$ cat src/rtl/uart_tx_cfg.sv
// uart_tx_cfg: runtime-configurable UART transmitter draining a one-cycle-latency FIFO.
// Divisor, parity and stop count are sampled once per frame at LOAD.
module uart_tx_cfg #(
    parameter int p_bit_cnt = 8,
    parameter int p_div_w   = 16
) (
    input  logic                 i_clk,
    input  logic                 i_rst,
    input  logic [p_div_w-1:0]   i_div,
    input  logic [1:0]           i_parity,
    input  logic                 i_stop2,
    input  logic                 i_break,
    input  logic [p_bit_cnt-1:0] i_fifo_rd_data,
    input  logic                 i_fifo_empty,
    output logic                 o_fifo_rd_en,
    output logic                 o_sig,
    output logic                 o_busy
);
    localparam int frame_w = p_bit_cnt + 4;
    localparam int cnt_w   = $clog2(p_bit_cnt + 4) + 1;
    typedef enum logic [2:0] {IDLE, REQ, LOAD, SHIFT, BREAK} state_t;
    state_t             state_q;
    logic [frame_w-1:0] shift_q, frame_d;
    logic [p_div_w-1:0] div_q, div_cnt_q, div_d;
    logic [cnt_w-1:0]   bits_q, bits_d;
    logic               rd_en_q, sig_q, busy_q, par_en;
    always_comb begin
        par_en = (i_parity == 2'd1) || (i_parity == 2'd2);
        div_d = (i_div == '0) ? p_div_w'(1) : i_div;
        frame_d = '1;
        frame_d[0] = 1'b0;
        frame_d[p_bit_cnt:1] = i_fifo_rd_data;
        // odd mode is parity code 2, so bit 1 of the code inverts the even parity
        if (par_en) frame_d[p_bit_cnt+1] = (^i_fifo_rd_data) ^ i_parity[1];
        bits_d = cnt_w'(p_bit_cnt + 1) + (par_en ? cnt_w'(1) : cnt_w'(0)) + (i_stop2 ? cnt_w'(2) : cnt_w'(1));
    end
    always_ff @(posedge i_clk) begin
        if (i_rst) begin
            state_q <= IDLE;
            sig_q   <= 1'b1;
            rd_en_q <= 1'b0;
            busy_q  <= 1'b0;
        end else begin
            rd_en_q <= 1'b0;
            case (state_q)
                IDLE: begin
                    if (i_break) begin
                        state_q <= BREAK;
                        sig_q   <= 1'b0;
                        busy_q  <= 1'b1;
                    end else if (!i_fifo_empty) begin
                        state_q <= REQ;
                        rd_en_q <= 1'b1;
                        busy_q  <= 1'b1;
                    end
                end
                REQ: state_q <= LOAD;
                LOAD: begin
                    state_q   <= SHIFT;
                    sig_q     <= frame_d[0];
                    shift_q   <= {1'b1, frame_d[frame_w-1:1]};
                    bits_q    <= bits_d;
                    div_q     <= div_d;
                    div_cnt_q <= div_d - p_div_w'(1);
                end
                SHIFT: begin
                    if (div_cnt_q != '0) begin
                        div_cnt_q <= div_cnt_q - p_div_w'(1);
                    end else if (bits_q == cnt_w'(1)) begin
                        state_q <= IDLE;
                        sig_q   <= 1'b1;
                        busy_q  <= 1'b0;
                    end else begin
                        sig_q     <= shift_q[0];
                        shift_q   <= {1'b1, shift_q[frame_w-1:1]};
                        bits_q    <= bits_q - cnt_w'(1);
                        div_cnt_q <= div_q - p_div_w'(1);
                    end
                end
                BREAK: begin
                    if (!i_break) begin
                        state_q <= IDLE;
                        sig_q   <= 1'b1;
                        busy_q  <= 1'b0;
                    end
                end
                default: state_q <= IDLE;
            endcase
        end
    end
    assign o_fifo_rd_en = rd_en_q;
    assign o_sig        = sig_q;
    assign o_busy       = busy_q;
endmodule

$ cat config.mk
export PLATFORM = sky130hd
export DESIGN_NAME = uart_tx_cfg
export DESIGN_NICKNAME = d
export VERILOG_FILES = /design/src/rtl/uart_tx_cfg.sv
export SDC_FILE = /design/constraint.sdc
export NUM_CORES = 1
export LEC_CHECK = 0
export CAP_MARGIN = 20
export CELL_PAD_IN_SITES_DETAIL_PLACEMENT = 1
export CELL_PAD_IN_SITES_GLOBAL_PLACEMENT = 2
export CORE_MARGIN = 4
export CORE_UTILIZATION = 36
export DETAILED_ROUTE_END_ITERATION = 8
export PLACE_DENSITY_LB_ADDON = 0.1
export RECOVER_POWER = 100
export SLEW_MARGIN = 20
export SYNTH_ARGS = -nofsm -noshare
export SYNTH_HDL_FRONTEND = slang
export SYNTH_SLANG_ARGS = --single-unit
$ cat constraint.sdc
create_clock -name i_clk -period 3.5 [get_ports i_clk]
set_input_delay 0.7 -clock i_clk [delete_from_list [all_inputs] [get_ports i_clk]]
set_output_delay 0.7 -clock i_clk [all_outputs]
set_load 0.02 [all_outputs]
==> impl_metrics.csv <==
group,metric,value,unit
power_and_ir_drop,switching_share,24.3,%
route,drt_iter0_drc,78,
power_and_ir_drop,leakage,0.00113,µW
worst_hold_path,min_path_type,"reg -> reg",
clock_network,clkLatencyLatePin,310,ps
yosys,synth_top_family_by_area,"simple AND/OR/NAND/NOR gates",
layout,seq_area,0.00150,mm²
die,die-height,97.1,µm
yosys,syn_area,0.00286,mm²
yosys,yosys-top-cells-area,"edfxtp_1 (48%), xnor2_1 (6.1%), nand2_1 (5.4%)",
yosys,synthSimpleGateAreaFrac,19.3,%
place,dp_hpwl,5020,µm
global_route,grt_overflow,0,
route,wl_per_cell,16.7,µm
setup_path,critPathArrivalTime,3310,ps
sta,relSlewSlack,30.5,%
sta,tightest_slew,1040,ps
sta,rsz0062_at_grt,"no",
yosys,netlist_instances,282,
power_and_ir_drop,vdd_ir_drop_max,0.158,mV
yosys,synth_top_area_share,48.3,%
setup_path,worst_path_max_delay_cell,"or4_4",
yosys,yosysWarnings,0,
global_route,antenna_found_initial,0,
clock_network,cts.sinks,52,
clock_network,clock_path_buffers,2,
setup_path,worst-r2r-cell-count,7,
outcome,status,"complete, no violations",
sta,fmax,308,MHz
power_and_ir_drop,internal_power,901,µW
die,initial_core_util,37.0,%
route,dr_total_vias,2165,
worst_hold_path,min_path_cells,2,
yosys,synth_largest_area_cell,"edfxtp_1",
clock_network,holdBufCountCts,0,
power_and_ir_drop,clock_power_share,29.0,%
clock_network,path_clk_slew,100,ps
yosys,synth_xor_area_share,7.66,%
die,core,0.00773,mm²
place,place_congestion,0.815,
setup_path,setup.worst_path.end_class,"flip-flop",
die,die_w,97.1,µm
layout,syn_to_final_growth,17.1,%
die,dieArea,0.00943,mm²
setup_path,path_max_fanout,5,
setup_path,criticalPathCategory,"reg -> reg",
layout,multi_input_area,0.00123,mm²
global_route,grt_pass1_vias,2247,
job,maxCapViolCount,0,
route,firstDrtPassIters,4,
clock_network,post_cts_resized,0,
sta,hold_viol,0,
setup_path,r2r_slack,260,ps
yosys,synth_edf_count,46,
clock_network,cts_tree,"done",
sta,clock_skew,11.6,ps
yosys,synthFlopType,"edfxtp_1",
power_and_ir_drop,pwr-share-comb,12.1,%
sta,report.final.slew_viol_count,0,
power_and_ir_drop,power_frac_seq,58.9,%
route,drc,0,
yosys,synth_nets,318,
sta,period_minus_slack,3240,ps
layout,fin_util,43.3,%
yosys,async_flop_share,0,%
route,drt_wl_total,6850,µm
sta,setup_tns,0,ps
yosys,ys_types,50,
layout,fin_nets,344,
power_and_ir_drop,power,1190,µW
yosys,synthAdderAreaFrac,2.19,%
clock_network,cts_max_level,2,
layout,final_cells,411,
clock_network,postCtsSetupBuffers,0,
setup_path,startpoint_type,"flip-flop",
place,io_buffers,33,
sta,whs,515,ps
yosys,synth_area_per_cell,10.1,µm²
yosys,ys_seq_area_share,52.5,%
route,drtAntennaViolNets,0,
global_route,grt_max_degree,27,
route,vias_per_cell,5.27,
power_and_ir_drop,p_per_area,356,mW/mm²
setup_path,critPathMaxStageDelay,580,ps
global_route,grt_pass1_wl,11700,µm
sta,setup_viol,0,
sta,fin_crit_sh,92.6,%
clock_network,cts_buffers,5,
setup_path,crit_chain,"or4_4 > nor4_2 > a21oi_1 > a31oi_1 > nand3b_1 > o41ai_1 > o32a_1",
setup_path,required,3570,ps
yosys,ys_ff_latch,52,
yosys,synthMuxAreaShare,1.05,%
die,placementRows,32,
layout,diodes,0,
layout,drive_above_1_share,6.47,%
layout,fillCellCount,888,
yosys,synth-compound-area-share,13.3,%
clock_network,root_buffer,"clkbuf_8",
global_route,grt.total_usage,15.3,%
power_and_ir_drop,power_switching,290,µW
place,dp.cells,403,
die,ios,34,
==> cells in the mapped netlist, types with 6 or more instances <==
library cell / n
dfxtp_1: 6
clkbuf_1: 21
o21ai_0: 13
nand2_1: 41
edfxtp_1: 46
xnor2_1: 20
a21oi_1: 21
nor3_1: 8
nor2_1: 23
==> power groups by stage <==
stage | Combinational [µW] | Sequential (µW) | Clock [µW]
floorplan | 83.5 | 715 | 0
global placement | 151 | 715 | 0
detailed placement | 153 | 715 | 0
CTS | 153 | 701 | 361
global route | 163 | 703 | 383
finish | 144 | 701 | 345
==> cells in the final DEF, fill, tap and decap left out, types with 6 or more instances in the layout <==
master / n
nor2_1: 22
nor3_1: 8
dfxtp_1: 6
a21oi_1: 22
nand2_1: 41
o21ai_0: 13
xnor2_1: 20
edfxtp_1: 46
clkdlybuf4s50_1: 13
dlygate4sd3_1: 20
==> registers in the layout, indices dropped and copies added, names as in the netlist <==
| register | flops |
|---|---|
| div_cnt_q | 16 |
| div_q | 16 |
| shift_q | 9 |
| bits_q | 5 |
| state_q | 3 |
| o_busy | 1 |
| o_fifo_rd_en | 1 |
| o_sig | 1 |
==> per-stage QoR <==
stage	cell area, µm²	worst slack, ps
2_1_floorplan	2860	785
3_3_place_gp	3300	155
3_5_place_dp	3300	156
4_1_cts	3380	296
5_1_grt	3350	47.8
6_report	3350	257
==> logic make-up (layout without fill, tap and decap cells) <==
kind of cell | count (synthesis) | in the layout
AND/OR/NAND/NOR | 108 | 108
AO/OA/AOI/OAI | 60 | 60
flip-flops | 52 | 52
buffers and inverters | 29 | 56
XOR/XNOR | 25 | 25
adder cells (fa/ha/maj) | 5 | 5
multiplexers | 3 | 3
==> critical path, delay by kind of cell (launching register included) <==
family	cells	cell delay [ps]
flip-flops	1	450
AO/OA/AOI/OAI	4	1090
AND/OR/NAND/NOR	3	1450
==> metal layers <==
layer	global-route usage [%]	wire length, µm
met1	21.7	3360
met2	24.2	3140
met3	2.73	281
met4	3.56	64
met5	0	0
==> path summary, 6_finish.rpt <==
kind                start       endpoint
max          div_cnt_q[1]  div_cnt_q[11]
min reg2reg    shift_q[1]     shift_q[0]
max reg2reg  div_cnt_q[1]  div_cnt_q[11]
min            shift_q[1]     shift_q[0]
==> cell type report <==
type / instances / area share (%)
sequential: 52 / 44.9
multi-input combinational: 201 / 36.8
timing repair buffer: 43 / 11.5
tap: 102 / 3.81
clock buffer: 5 / 2.06
inverter: 5 / 0.561
clock inverter: 3 / 0.411
No activity file was read; power rests on OpenSTA's default activity.
